[config.mk]
export PLATFORM = sky130hd
export DESIGN_NAME = left_shift_sequencer
export DESIGN_NICKNAME = d
export VERILOG_FILES = /design/src/rtl/left_shift_sequencer.sv
export SDC_FILE = /design/constraint.sdc
export NUM_CORES = 1
export LEC_CHECK = 0
export ABC_AREA = 1
export CAP_MARGIN = 0
export CORE_ASPECT_RATIO = 1.1
export CORE_MARGIN = 5
export CORE_UTILIZATION = 40
export DETAILED_ROUTE_END_ITERATION = 8
export PLACE_DENSITY = 0.61
export SETUP_SLACK_MARGIN = 0.5
export SLEW_MARGIN = 20
export SYNTH_ARGS = -nofsm -noshare
export SYNTH_HDL_FRONTEND = slang
export SYNTH_SLANG_ARGS = --single-unit
export TNS_END_PERCENT = 5
[constraint.sdc]
create_clock -name clk -period 1.8 [get_ports clk]
set_clock_uncertainty 0.05 [all_clocks]
set_input_delay 0.27 -clock clk [delete_from_list [all_inputs] [get_ports clk]]
set_output_delay 0.27 -clock clk [all_outputs]
set_load 0.05 [all_outputs]
[src/rtl/left_shift_sequencer.sv]
// Iterative left shifter / rotator: one bit position per clock, start/ready handshake,
// one-cycle done pulse with sticky overflow and last-bit-out reporting.
module left_shift_sequencer #(
  parameter int WIDTH   = 16,
  parameter int SHAMT_W = 5
) (
  input  logic               clk,
  input  logic               reset_n,
  input  logic               start,
  input  logic               mode,
  input  logic [WIDTH-1:0]   in,
  input  logic [SHAMT_W-1:0] amt,
  output logic               ready,
  output logic               done,
  output logic [WIDTH-1:0]   out,
  output logic               overflow,
  output logic               carry_out
);

  typedef enum logic [1:0] {IDLE, SHIFT, DONE} state_t;

  state_t             r_state;
  state_t             w_stateNext;
  logic [WIDTH-1:0]   r_work;
  logic [SHAMT_W-1:0] r_cnt;
  logic               r_mode;
  logic               r_ovf;
  logic [WIDTH-1:0]   r_out;
  logic               r_overflow;
  logic               r_carry;

  logic               w_fill;
  logic               w_msb;
  logic [WIDTH-1:0]   w_workNext;
  logic               w_ovfNext;
  logic               w_lastShift;

  assign w_msb       = r_work[WIDTH-1];
  assign w_fill      = r_mode & w_msb;
  assign w_workNext  = {r_work[WIDTH-2:0], w_fill};
  assign w_ovfNext   = r_ovf | (w_msb & ~r_mode);
  assign w_lastShift = (r_cnt == SHAMT_W'(1));

  always_ff @(posedge clk or negedge reset_n) begin
    if (!reset_n) r_state <= IDLE;
    else          r_state <= w_stateNext;
  end

  always_comb begin
    w_stateNext = r_state;
    case (r_state)
      IDLE:    if (start) w_stateNext = (amt == '0) ? DONE : SHIFT;
      SHIFT:   if (w_lastShift) w_stateNext = DONE;
      DONE:    w_stateNext = IDLE;
      default: w_stateNext = IDLE;
    endcase
  end

  // The carry accumulator is not kept separately: the last bit out is simply the MSB
  // leaving on the final shift, so it is captured straight into r_carry.
  always_ff @(posedge clk or negedge reset_n) begin
    if (!reset_n) begin
      r_work     <= '0;
      r_cnt      <= '0;
      r_mode     <= 1'b0;
      r_ovf      <= 1'b0;
      r_out      <= '0;
      r_overflow <= 1'b0;
      r_carry    <= 1'b0;
    end else begin
      case (r_state)
        IDLE: begin
          if (start) begin
            r_work <= in;
            r_cnt  <= amt;
            r_mode <= mode;
            r_ovf  <= 1'b0;
            if (amt == '0) begin
              r_out      <= in;
              r_overflow <= 1'b0;
              r_carry    <= 1'b0;
            end
          end
        end
        SHIFT: begin
          r_work <= w_workNext;
          r_ovf  <= w_ovfNext;
          r_cnt  <= r_cnt - SHAMT_W'(1);
          if (w_lastShift) begin
            r_out      <= w_workNext;
            r_overflow <= w_ovfNext;
            r_carry    <= w_msb;
          end
        end
        default: ;
      endcase
    end
  end

  assign ready     = (r_state == IDLE);
  assign done      = (r_state == DONE);
  assign out       = r_out;
  assign overflow  = r_overflow;
  assign carry_out = r_carry;

endmodule

==> metrics.md <==
| Metric | Value |
|---|---|
| Outcome | finished, violations left |
| Failing checks | hold timing |
| Sink count of the clock tree | 43 |
| Core ar. | 5400 um^2 |
| Part of the power in registers | 26.5% |
| Die W | 81.2 um |
| Ratio of cells with drive above 1 in the final layout | 23.8% |
| Least-Margin Pin Slew | 0.569 ns |
| Setup TNS | 0 ns |
| Final Cell Area | 3040 um^2 |
| Crit path launch type | flop |
| Pins over their slew limit | 0 |
| Period Utilization, post-route | 81.6% |
| CTS tree | built |
| RR Startpoint | r_cnt[1] |
| FMAX | 681 MHz |
| CP Max Fanout | 4 |
| Root Buffer | clkbuf_8 |
| Yosys cell types | 23 |
| HP Class | input port to asynchronous set/reset pin |
| Worst Path Required | 1.48 ns |
| Clock tree buffer depth | 2 |
| RePlAce Congestion | 0.778 |
| Synth cell count leaders | nand2_1, dfrtp_1, nor2_1 |
| CP Data Arrival Time | 1.15 ns |
| Finish-stage setup viols | 0 |
| Setup CP Type | flop to output port |
| ANT cells | 0 |
| Int Power | 3390 uW |
| GRT Residual Overflow | 0 |
| Mapped Nets | 289 |
| DR DRC count | 0 |
| DP Area | 2750 um^2 |
| Pin count of the biggest net entering global routing | 44 |
| Top post-synthesis cells by area | dfrtp_1, nand2_1, nand4_1 |
| Port-buffer cells | 44 |
| Clk pwr share | 9.2% |
| Die area | 7170 um^2 |
| Ys async rst share | 100% |
| Worst-Skew Late Latency | 0.30 ns |
| H-tree depth | 2 |
| Register area share after synthesis | 48.3% |
| Pwr Density | 2180 nW/um^2 |
| Cell taking the most area after synthesis | dfrtp_1 |
| Post-DP HPWL | 3.63 mm |
| Initial DRT Pass Iterations | 4 |
| DRT Wirelength | 5.68 mm |
| Max cap viols | 0 |
| Worst ir drop on vdd | 0.00108 V |
| Hold_ws | -0.00480 ns |
| Count leader, synth | nand2_1 |
| Sw power | 3240 uW |
| Routed len/inst | 14.4 um |
| Mapped Cells | 262 |
| Die height | 88.3 um |
| R2R Setup Slk | 0.34 ns |
| Clock-pin slew on the worst setup and hold paths | 0.08 ns |
| TritonCTS buffer count | 5 |
| DRT antenna net count | 0 |
| Fin crit period | 1.47 ns |
| Yosys top cell area share | 48.3% |
| # hold bufs at CTS | 0 |
| Number of top-level pins | 45 |
| Nets | 345 |
| Reg2Reg Depth | 9 |
| Comb pwr share | 64.3% |
| Seq cells post-synth | 43 |
| RSZ-0062 raised after global routing | yes |
| Switching portion of total power | 48.8% |
| FP Rows | 28 |
| Initial antenna violation count | 0 |
| Yosys warns | 0 |
| Max transition margin | 62.1% |
| Area Growth Syn to Fin | 36.6% |
| Endpoint type of the worst setup path | output port |
| Vias per cell | 5.03 |
| Post-Syn Area | 2230 um^2 |
| Endpoint of the worst register-to-register path | out[2] |
| Initial Util | 41.3% |
| Syn avg cell area | 8.51 um^2 |
| Leak pwr | 0.00147 uW |
| GRT Overall Usage | 16.8% |
| Global-route wire length before repair | 9.27 mm |
| Vias in the first global route | 1948 |
| Fillers | 524 |
| Synth Flop Type | dfrtp_1 |
| Via Count | 1982 |
| DR iter-0 viols | 83 |
| Final hold violation count | 12 |
| Post-synth EDFFs | 0 |
[flip-flops by register name, indices dropped and copies added, names as in the netlist]
signal,flops
r_state,2
r_cnt,5
overflow,1
r_mode,1
r_ovf,1
out,16
r_work,16
carry_out,1
[worst max-delay path: stages (launching register included)]
cell     delay (ns)
dfrtp_2        0.45
buf_12         0.15
nor2_4         0.12
buf_12         0.14
[what timing repair did]
item	CTS	global route
cloned	0	3
pin swaps	1	2
buffers inserted	6	3
setup endpoints to repair	42	43
gates resized for setup	11	9
[power groups by stage]
stage | sequential (uW) | combinational (uW) | clock, uW
after CTS | 1750 | 3970 | 632
after global placement | 1760 | 3690 | 0
after detailed placement | 1760 | 3740 | 0
after floorplan | 2350 | 2200 | 0
after global routing | 1820 | 4670 | 679
final | 1760 | 4270 | 610
[kinds of logic after synthesis]
logic type / synth area share [%]
DFF: 48.3
AOI/OAI and AO/OA: 10.3
xor gates and xnor gates: 0.393
and+or+nand+nor: 31.6
adders and majority gates: 1.12
buffers and inverters: 8.37
[cell type report]
cell class / count / area (um^2) / share of cell area, %
Clock inverter: 2 / 12.5 / 0.411
Tap cell: 75 / 93.8 / 3.08
Inverter: 15 / 58.8 / 1.93
Timing Repair Buffer: 63 / 678 / 22.3
Clock buffer: 6 / 72.6 / 2.38
Sequential cell: 43 / 1080 / 35.4
Multi-Input combinational cell: 190 / 1050 / 34.5
[stage by stage]
step	utilization, %	std cells	total power, uW	setup WS [ns]
finish	56.4	394	6630	0.331
global route	56.4	394	7180	0.257
CTS	54.3	388	6350	0.320
detailed placement	50.9	374	5500	0.113
global placement	50.9	374	5460	0.139
floorplan	-	262	4550	0.463
[layout by cell type, fill, tap and decap left out, types with 3 or more instances in the layout]
| cell | n |
|---|---|
| nand2_1 | 84 |
| a31oi_1 | 6 |
| buf_4 | 27 |
| nand3_4 | 3 |
| clkbuf_8 | 5 |
| inv_1 | 11 |
| nor2_1 | 25 |
| dfrtp_1 | 41 |
| o21ai_0 | 5 |
| buf_12 | 10 |
| clkdlybuf4s50_1 | 23 |
| a31oi_2 | 9 |
| nand4_1 | 19 |
| inv_2 | 3 |
| nand2_4 | 3 |
| o21ai_1 | 4 |
| nand3_1 | 20 |
| nor2_4 | 3 |
[worst max-delay path by stage]
stage                from        end  slack (ns)  cells after the start
2_1_floorplan    r_cnt[1]  carry_out        0.46                     10
3_3_place_gp       amt[1]     out[3]        0.14                      7
3_5_place_dp       amt[1]     out[4]        0.11                      7
4_1_cts        r_state[1]       done        0.32                      4
5_1_grt          r_cnt[1]     out[2]        0.26                      9
6_report       r_state[0]      ready        0.33                      3
[metal layers]
layer	global-route usage, %	up-vias	share of wire, %
li1	-	992	-
met1	22.9	936	46
met2	26.7	50	47
met3	3.77	4	4.9
met4	5.38	0	1.1
met5	0	-	0
Power figures use the tool's default switching activity.
